**config.mk**
```make
export PLATFORM = sky130hd
export DESIGN_NAME = fc_layer_seq
export DESIGN_NICKNAME = d
export VERILOG_FILES = /design/src/rtl/fc_layer_seq.sv
export SDC_FILE = /design/constraint.sdc
export NUM_CORES = 1
export LEC_CHECK = 0
export ABC_CLOCK_PERIOD_IN_PS = 7650
export CAP_MARGIN = 20
export CORE_ASPECT_RATIO = 1.2
export CORE_MARGIN = 1
export CORE_UTILIZATION = 34
export CTS_CLUSTER_DIAMETER = 120
export DETAILED_ROUTE_END_ITERATION = 6
export PLACE_DENSITY = 0.6
export SYNTH_ARGS = -nofsm -noshare
export SYNTH_HDL_FRONTEND = slang
export SYNTH_SLANG_ARGS = --single-unit
```
**constraint.sdc**
```tcl
create_clock -name clk -period 7.65 [get_ports clk]
set_input_delay 1.53 -clock clk [delete_from_list [all_inputs] [get_ports clk]]
set_output_delay 1.53 -clock clk [all_outputs]
set_load 0.05 [all_outputs]
```
**src/rtl/fc_layer_seq.sv**
```systemverilog
// Bit-serial fully-connected binary-input layer with step activation and an internal weight/bias bank.
// Define FC_LAYER_SAT_EN for saturating accumulation; otherwise sums wrap modulo 2^ACC_W.
module fc_layer_seq #(
  parameter int N_IN  = 16,
  parameter int N_OUT = 4,
  parameter int WW    = 10,
  parameter int ACC_W = 16,
  parameter int AW    = $clog2(N_OUT*(N_IN+1))
) (
  input  logic                   clk,
  input  logic                   reset,
  input  logic                   wr_en,
  input  logic [AW-1:0]          wr_addr,
  input  logic [WW-1:0]          wr_data,
  input  logic                   start,
  input  logic [N_IN-1:0]        in_vec,
  output logic                   busy,
  output logic                   done,
  output logic [N_OUT-1:0]       act_out,
  output logic [N_OUT*ACC_W-1:0] sum_out
);

  localparam int DEPTH = N_OUT*(N_IN+1);
  localparam int CW    = (N_IN > 1) ? $clog2(N_IN) : 1;

  typedef enum logic [1:0] {IDLE, ACC, FIN} state_t;

  state_t                  state, state_nxt;
  logic [WW-1:0]           bank [DEPTH];
  logic [N_IN-1:0]         vec_q;
  logic [CW-1:0]           cnt;
  logic signed [ACC_W-1:0] acc    [N_OUT];
  logic signed [ACC_W-1:0] bias_v [N_OUT];
  logic signed [ACC_W-1:0] w_v    [N_OUT];
  logic                    wr_ok;

  function automatic logic signed [ACC_W-1:0] add_acc(input logic signed [ACC_W-1:0] a,
                                                      input logic signed [ACC_W-1:0] b);
`ifdef FC_LAYER_SAT_EN
    logic [ACC_W:0] s;
    s = {a[ACC_W-1], a} + {b[ACC_W-1], b};
    // Sign bits disagreeing means the true sum left the representable range.
    if (s[ACC_W] != s[ACC_W-1])
      return s[ACC_W] ? {1'b1, {(ACC_W-1){1'b0}}} : {1'b0, {(ACC_W-1){1'b1}}};
    return s[ACC_W-1:0];
`else
    return a + b;
`endif
  endfunction

  // Writes are only honoured while idle and not colliding with a start.
  assign wr_ok = wr_en && !start && (state == IDLE) && (32'(wr_addr) < DEPTH);

  always_ff @(posedge clk) begin
    if (wr_ok) bank[wr_addr] <= wr_data;
  end

  always_comb begin
    for (int n = 0; n < N_OUT; n++) begin
      bias_v[n] = ACC_W'($signed(bank[AW'(n*(N_IN+1) + N_IN)]));
      w_v[n]    = '0;
      if (vec_q[cnt]) w_v[n] = ACC_W'($signed(bank[AW'(n*(N_IN+1)) + AW'(cnt)]));
    end
  end

  always_comb begin
    state_nxt = state;
    unique case (state)
      IDLE:    if (start) state_nxt = ACC;
      ACC:     if (cnt == CW'(N_IN-1)) state_nxt = FIN;
      FIN:     state_nxt = IDLE;
      default: state_nxt = IDLE;
    endcase
  end

  always_ff @(posedge clk or posedge reset) begin
    if (reset) begin
      state   <= IDLE;
      busy    <= 1'b0;
      done    <= 1'b0;
      act_out <= '0;
      sum_out <= '0;
      cnt     <= '0;
      vec_q   <= '0;
      for (int n = 0; n < N_OUT; n++) acc[n] <= '0;
    end else begin
      state <= state_nxt;
      done  <= 1'b0;
      unique case (state)
        IDLE: begin
          if (start) begin
            vec_q <= in_vec;
            cnt   <= '0;
            busy  <= 1'b1;
            for (int n = 0; n < N_OUT; n++) acc[n] <= bias_v[n];
          end
        end
        ACC: begin
          for (int n = 0; n < N_OUT; n++) acc[n] <= add_acc(acc[n], w_v[n]);
          cnt <= cnt + CW'(1);
        end
        FIN: begin
          for (int n = 0; n < N_OUT; n++) begin
            sum_out[n*ACC_W +: ACC_W] <= acc[n];
            act_out[n]                <= ~acc[n][ACC_W-1];
          end
          done <= 1'b1;
          busy <= 1'b0;
        end
        default: ;
      endcase
    end
  end

endmodule

```
==> impl_metrics.sql, run 1 <==
INSERT INTO impl_metrics (metric_group, metric, value, unit) VALUES
('status', 'run_status', 'finished, final reports clean', ''),
('power', 'vdd_drop_max', '0.000292', 'V'),
('worst_setup_path', 'crit-reg2reg-launch', 'cnt[0]', ''),
('sta', 'fin_hold_ws', '471', 'ps'),
('sta', 'unrepaired_setup_endpoints_after_global_routing', 'no', ''),
('clock_network', 'clock_tree_from_tritoncts', 'done', ''),
('yosys', 'synthesis.area', '40700', 'um2'),
('clock_network', 'setup_repair_bufs_after_cts', '0', ''),
('die', 'floorplan.die.width', '318', 'um'),
('die', 'die-area', '121000', 'um2'),
('clock_network', 'postCtsHoldBufs', '0', ''),
('worst_setup_path', 'slowest_stage', 'sky130_fd_sc_hd__ha_4', ''),
('route', 'routedWlPerCell', '27.0', 'um'),
('grt', 'gr-total-overflow', '0', ''),
('clock_network', 'cts_inserted_buffers', '83', ''),
('sta', 'timing.final.hold_violations', '0', ''),
('place', 'port_buffers', '106', ''),
('sta', 'finalWorstPathRequiredPeriod', '6640', 'ps'),
('yosys', 'ys_top_cells_by_area', 'sky130_fd_sc_hd__edfxtp_1 50%, sky130_fd_sc_hd__mux4_2 22%, sky130_fd_sc_hd__dfrtp_1 9.6%', ''),
('yosys', 'yosysWarningCount', '0', ''),
('grt', 'initial_antenna_violation_count', '4', ''),
('worst_setup_path', 'setup.worst_path.end_class', 'flop', ''),
('worst_setup_path', 'cp_cell_sequence', 'inv_1 > ha_4 > buf_4 > mux4_2 > mux4_2 > mux4_2 > nor2b_1 > fa_1 > a21o_1 > a21oi_1 > o21ai_0 > o41ai_1 > o2111ai_1 > a21oi_1 > mux2i_1 > o21ai_0 > nand2_1', ''),
('yosys', 'synth_nets', '2575', ''),
('sta', 'achievable-frequency', '0.151', 'GHz'),
('layout', 'layout-area-overhead-vs-synth', '14.3', '%'),
('layout', 'fin_nets', '2708', ''),
('worst_setup_path', 'critPathMostFrequentCell', 'sky130_fd_sc_hd__mux4_2', ''),
('die', 'core-area', '118000', 'um2'),
('grt', 'grt_pass1_wl', '168000', 'um'),
('yosys', 'largest_area_contributor_in_the_synthesized_netlist', 'sky130_fd_sc_hd__edfxtp_1', ''),
('place', 'final_hpwl_from_detailed_placement', '77200', 'um'),
('clock_network', 'postCtsResizedCells', '0', ''),
('route', 'route.detailed.vias_per_inst', '5.77', ''),
('route', 'detailedRoute.firstIterationViolations', '2582', ''),
('route', 'detailroute.via_count', '24300', ''),
('power', 'p_leak', '15.8', 'nW'),
('yosys', 'post_syn_instances', '2469', ''),
('worst_setup_path', 'required_time_at_the_endpoint_of_the_critical_path', '8260', 'ps'),
('die', 'die-height', '381', 'um'),
('die', 'core.rowCount', '138', ''),
('place', 'finalWeightedCongestion', '0.936', ''),
('layout', 'commonest_cells_after_routing_fill_and_taps_aside', '680 x sky130_fd_sc_hd__edfxtp_1, 404 x sky130_fd_sc_hd__mux4_2, 278 x sky130_fd_sc_hd__nand2_1', ''),
('die', 'start_util', '34.4', '%'),
('clock_network', 'clock_tree.htree_level_count', '3', ''),
('sta', 'finalClockSkew', '22.6', 'ps'),
('yosys', 'synth_seq_area_share', '59.7', '%'),
('min_path', 'worst_hold_path_type', 'reg -> reg', ''),
('grt', 'groute.usage.overall', '18.8', '%'),
('layout', 'mostFrequentLayoutCell', 'sky130_fd_sc_hd__edfxtp_1', ''),
('route', 'routed_wl', '114000', 'um'),
('yosys', 'dominantRegCellSynth', 'sky130_fd_sc_hd__edfxtp_1', ''),
('worst_setup_path', 'worstSetupStartpoint', 'cnt[0]', ''),
('route', 'drt_pass1_iterations', '5', ''),
('clock_network', 'tritoncts_num_sinks', '836', ''),
('min_path', 'holdCritStartpoint', 'sum_out[56]', ''),
('run', 'maxCapViolCount', '0', ''),
('clock_network', 'clock_tree.root_cell', 'sky130_fd_sc_hd__clkbuf_16', ''),
('route', 'remaining_drc_errors', '0', ''),
('die', 'ios', '107', ''),
('power', 'power-per-cell-area', '500', 'nW/um2'),
('layout', 'layout-drive-gt1-share', '25.5', '%'),
('worst_setup_path', 'path_class', 'reg -> reg', ''),
('sta', 'timing.final.crit_share', '86.8', '%'),
('yosys', 'yosys.cell_types.count', '57', ''),
('worst_setup_path', 'critical_path_arrival', '7250', 'ps'),
('worst_setup_path', 'cp-start-kind', 'flop', ''),
('sta', 'max_slew.worst_pin.slew', '1110', 'ps'),
('sta', 'fin_setup_tns', '0', 'ps'),
('worst_setup_path', 'path_max_fanout', '47', ''),
('sta', 'timing.final.setup_violations', '0', '');
==> where the power goes <==
part           internal, mW  total (mW)  leakage [nW]  switching, mW
registers              5.41        5.74          8.03          0.338
clock network          2.33        4.10          1.34           1.77
logic                  5.99        13.4          6.43           7.44
total                  13.7        23.3          15.8           9.54
==> per-layer routing <==
metal | track usage, % | vias to the layer above | routed length [um]
met1 | 24.4 | 12700 | 45000
met3 | 4.01 | 161 | 9330
li1 | - | 10200 | -
met4 | 6.99 | 4 | 3920
met5 | 0 | - | 30
met2 | 30.9 | 1150 | 55500
==> through the flow <==
| stage | utilization (%) | setup slack, ps | cells | power (mW) | instance area (um2) |
|---|---|---|---|---|---|
| after floorplan | - | 1250 | 2469 | 15.5 | 40700 |
| after global placement | 36.8 | 989 | 4029 | 18.9 | 43600 |
| after detailed placement | 37.0 | 1090 | 4043 | 19.2 | 43800 |
| after CTS | 39.2 | 1020 | 4197 | 23.3 | 46500 |
| after global routing | 39.3 | 644 | 4211 | 24.5 | 46600 |
| final | 39.3 | 1010 | 4212 | 23.3 | 46600 |
==> critical path, delay by kind of cell, from the launching register on <==
kind	cells	cell delay (ps)
compound gates	7	1800
flops	1	710
buf+inv	2	540
fa+ha+maj	2	1350
mux	4	1790
simple gates	2	300
==> cell usage after synthesis (4+ instances only) <==
master                       n
sky130_fd_sc_hd__and3_1      8
sky130_fd_sc_hd__a211oi_1   56
sky130_fd_sc_hd__nor2b_1    44
sky130_fd_sc_hd__fa_1        4
sky130_fd_sc_hd__clkbuf_1   78
sky130_fd_sc_hd__buf_1      14
sky130_fd_sc_hd__nor3_1     21
sky130_fd_sc_hd__nand3b_1    4
sky130_fd_sc_hd__edfxtp_1  680
sky130_fd_sc_hd__dfrtp_1   156
sky130_fd_sc_hd__a21oi_1    80
sky130_fd_sc_hd__or2_2       4
sky130_fd_sc_hd__xor2_1     26
sky130_fd_sc_hd__nand2b_1   10
sky130_fd_sc_hd__mux4_2    404
sky130_fd_sc_hd__a22oi_1    14
sky130_fd_sc_hd__o211ai_1    9
sky130_fd_sc_hd__buf_6       8
sky130_fd_sc_hd__inv_1      12
sky130_fd_sc_hd__nor2_1    142
sky130_fd_sc_hd__a211o_1     4
sky130_fd_sc_hd__a221o_1    12
sky130_fd_sc_hd__nand2_1   278
sky130_fd_sc_hd__mux2_2     21
sky130_fd_sc_hd__buf_4      29
sky130_fd_sc_hd__o22ai_1     4
sky130_fd_sc_hd__a21o_1     16
sky130_fd_sc_hd__or3_1       7
sky130_fd_sc_hd__buf_2      30
sky130_fd_sc_hd__nand3_1    18
sky130_fd_sc_hd__mux2i_1    45
sky130_fd_sc_hd__xnor2_1    26
sky130_fd_sc_hd__o21ai_0    70
sky130_fd_sc_hd__o21a_1     10
sky130_fd_sc_hd__and2_1     15
sky130_fd_sc_hd__a31oi_1    14
sky130_fd_sc_hd__ha_1       65
==> path summary, 6_finish.rpt <==
kind / end / slack [ps] / depth (start not counted)
max in group asynchronous: sum_out[53] / 4770 / 3
min in group asynchronous: acc[19] / 1410 / 2
setup reg to reg: acc[46] / 1010 / 17
hold reg to reg: sum_out[56] / 470 / 2
hold / removal: sum_out[56] / 470 / 2
setup / recovery: acc[46] / 1010 / 17
==> sequential cells by signal, summed over array words and instances, names as in the netlist <==
register / cells
bank: 680
acc: 64
sum_out: 64
vec_q: 16
act_out: 4
cnt: 4
state: 2
busy: 1
done: 1
==> area by class of cell <==
cell class	count	area [um2]
clock buffers	103	2250
well taps	1540	1930
repair buffers	207	1890
flip-flops and latches	836	24300
fillers	10600	71900
inverters	12	50.0
diodes	1	2.50
clock inverters	51	443
multi-input cells	1462	15700
==> logic make-up (layout without fill, tap and decap cells) <==
family	after synthesis	after routing	synth area share, %
AO/OA/AOI/OAI	311	311	4.91
XOR/XNOR	54	54	1.20
adder cells (fa/ha/maj)	69	69	2.19
buffers and inverters	171	373	2.08
flip-flops	836	836	59.7
multiplexers	470	470	24.0
other	0	1	0
AND/OR/NAND/NOR	558	558	5.91
Note: power is estimated with default switching activity, not from simulation.
==> run 2, diff against run 1 <==
--- a/config.mk
+++ b/config.mk
@@ -13,6 +13,7 @@
 export CTS_CLUSTER_DIAMETER = 120
 export DETAILED_ROUTE_END_ITERATION = 6
 export PLACE_DENSITY = 0.6
+export SKIP_LAST_GASP = 1
 export SYNTH_ARGS = -nofsm -noshare
 export SYNTH_HDL_FRONTEND = slang
 export SYNTH_SLANG_ARGS = --single-unit
==> results of run 2 <==
Final layout, timing and power as in run 1 (identical DEF).
==> run 3, diff against run 2 <==
--- a/config.mk
+++ b/config.mk
@@ -17,3 +17,4 @@
 export SYNTH_ARGS = -nofsm -noshare
 export SYNTH_HDL_FRONTEND = slang
 export SYNTH_SLANG_ARGS = --single-unit
+export TNS_END_PERCENT = 10
==> results of run 3 <==
Final layout, timing and power as in run 1 (identical DEF).
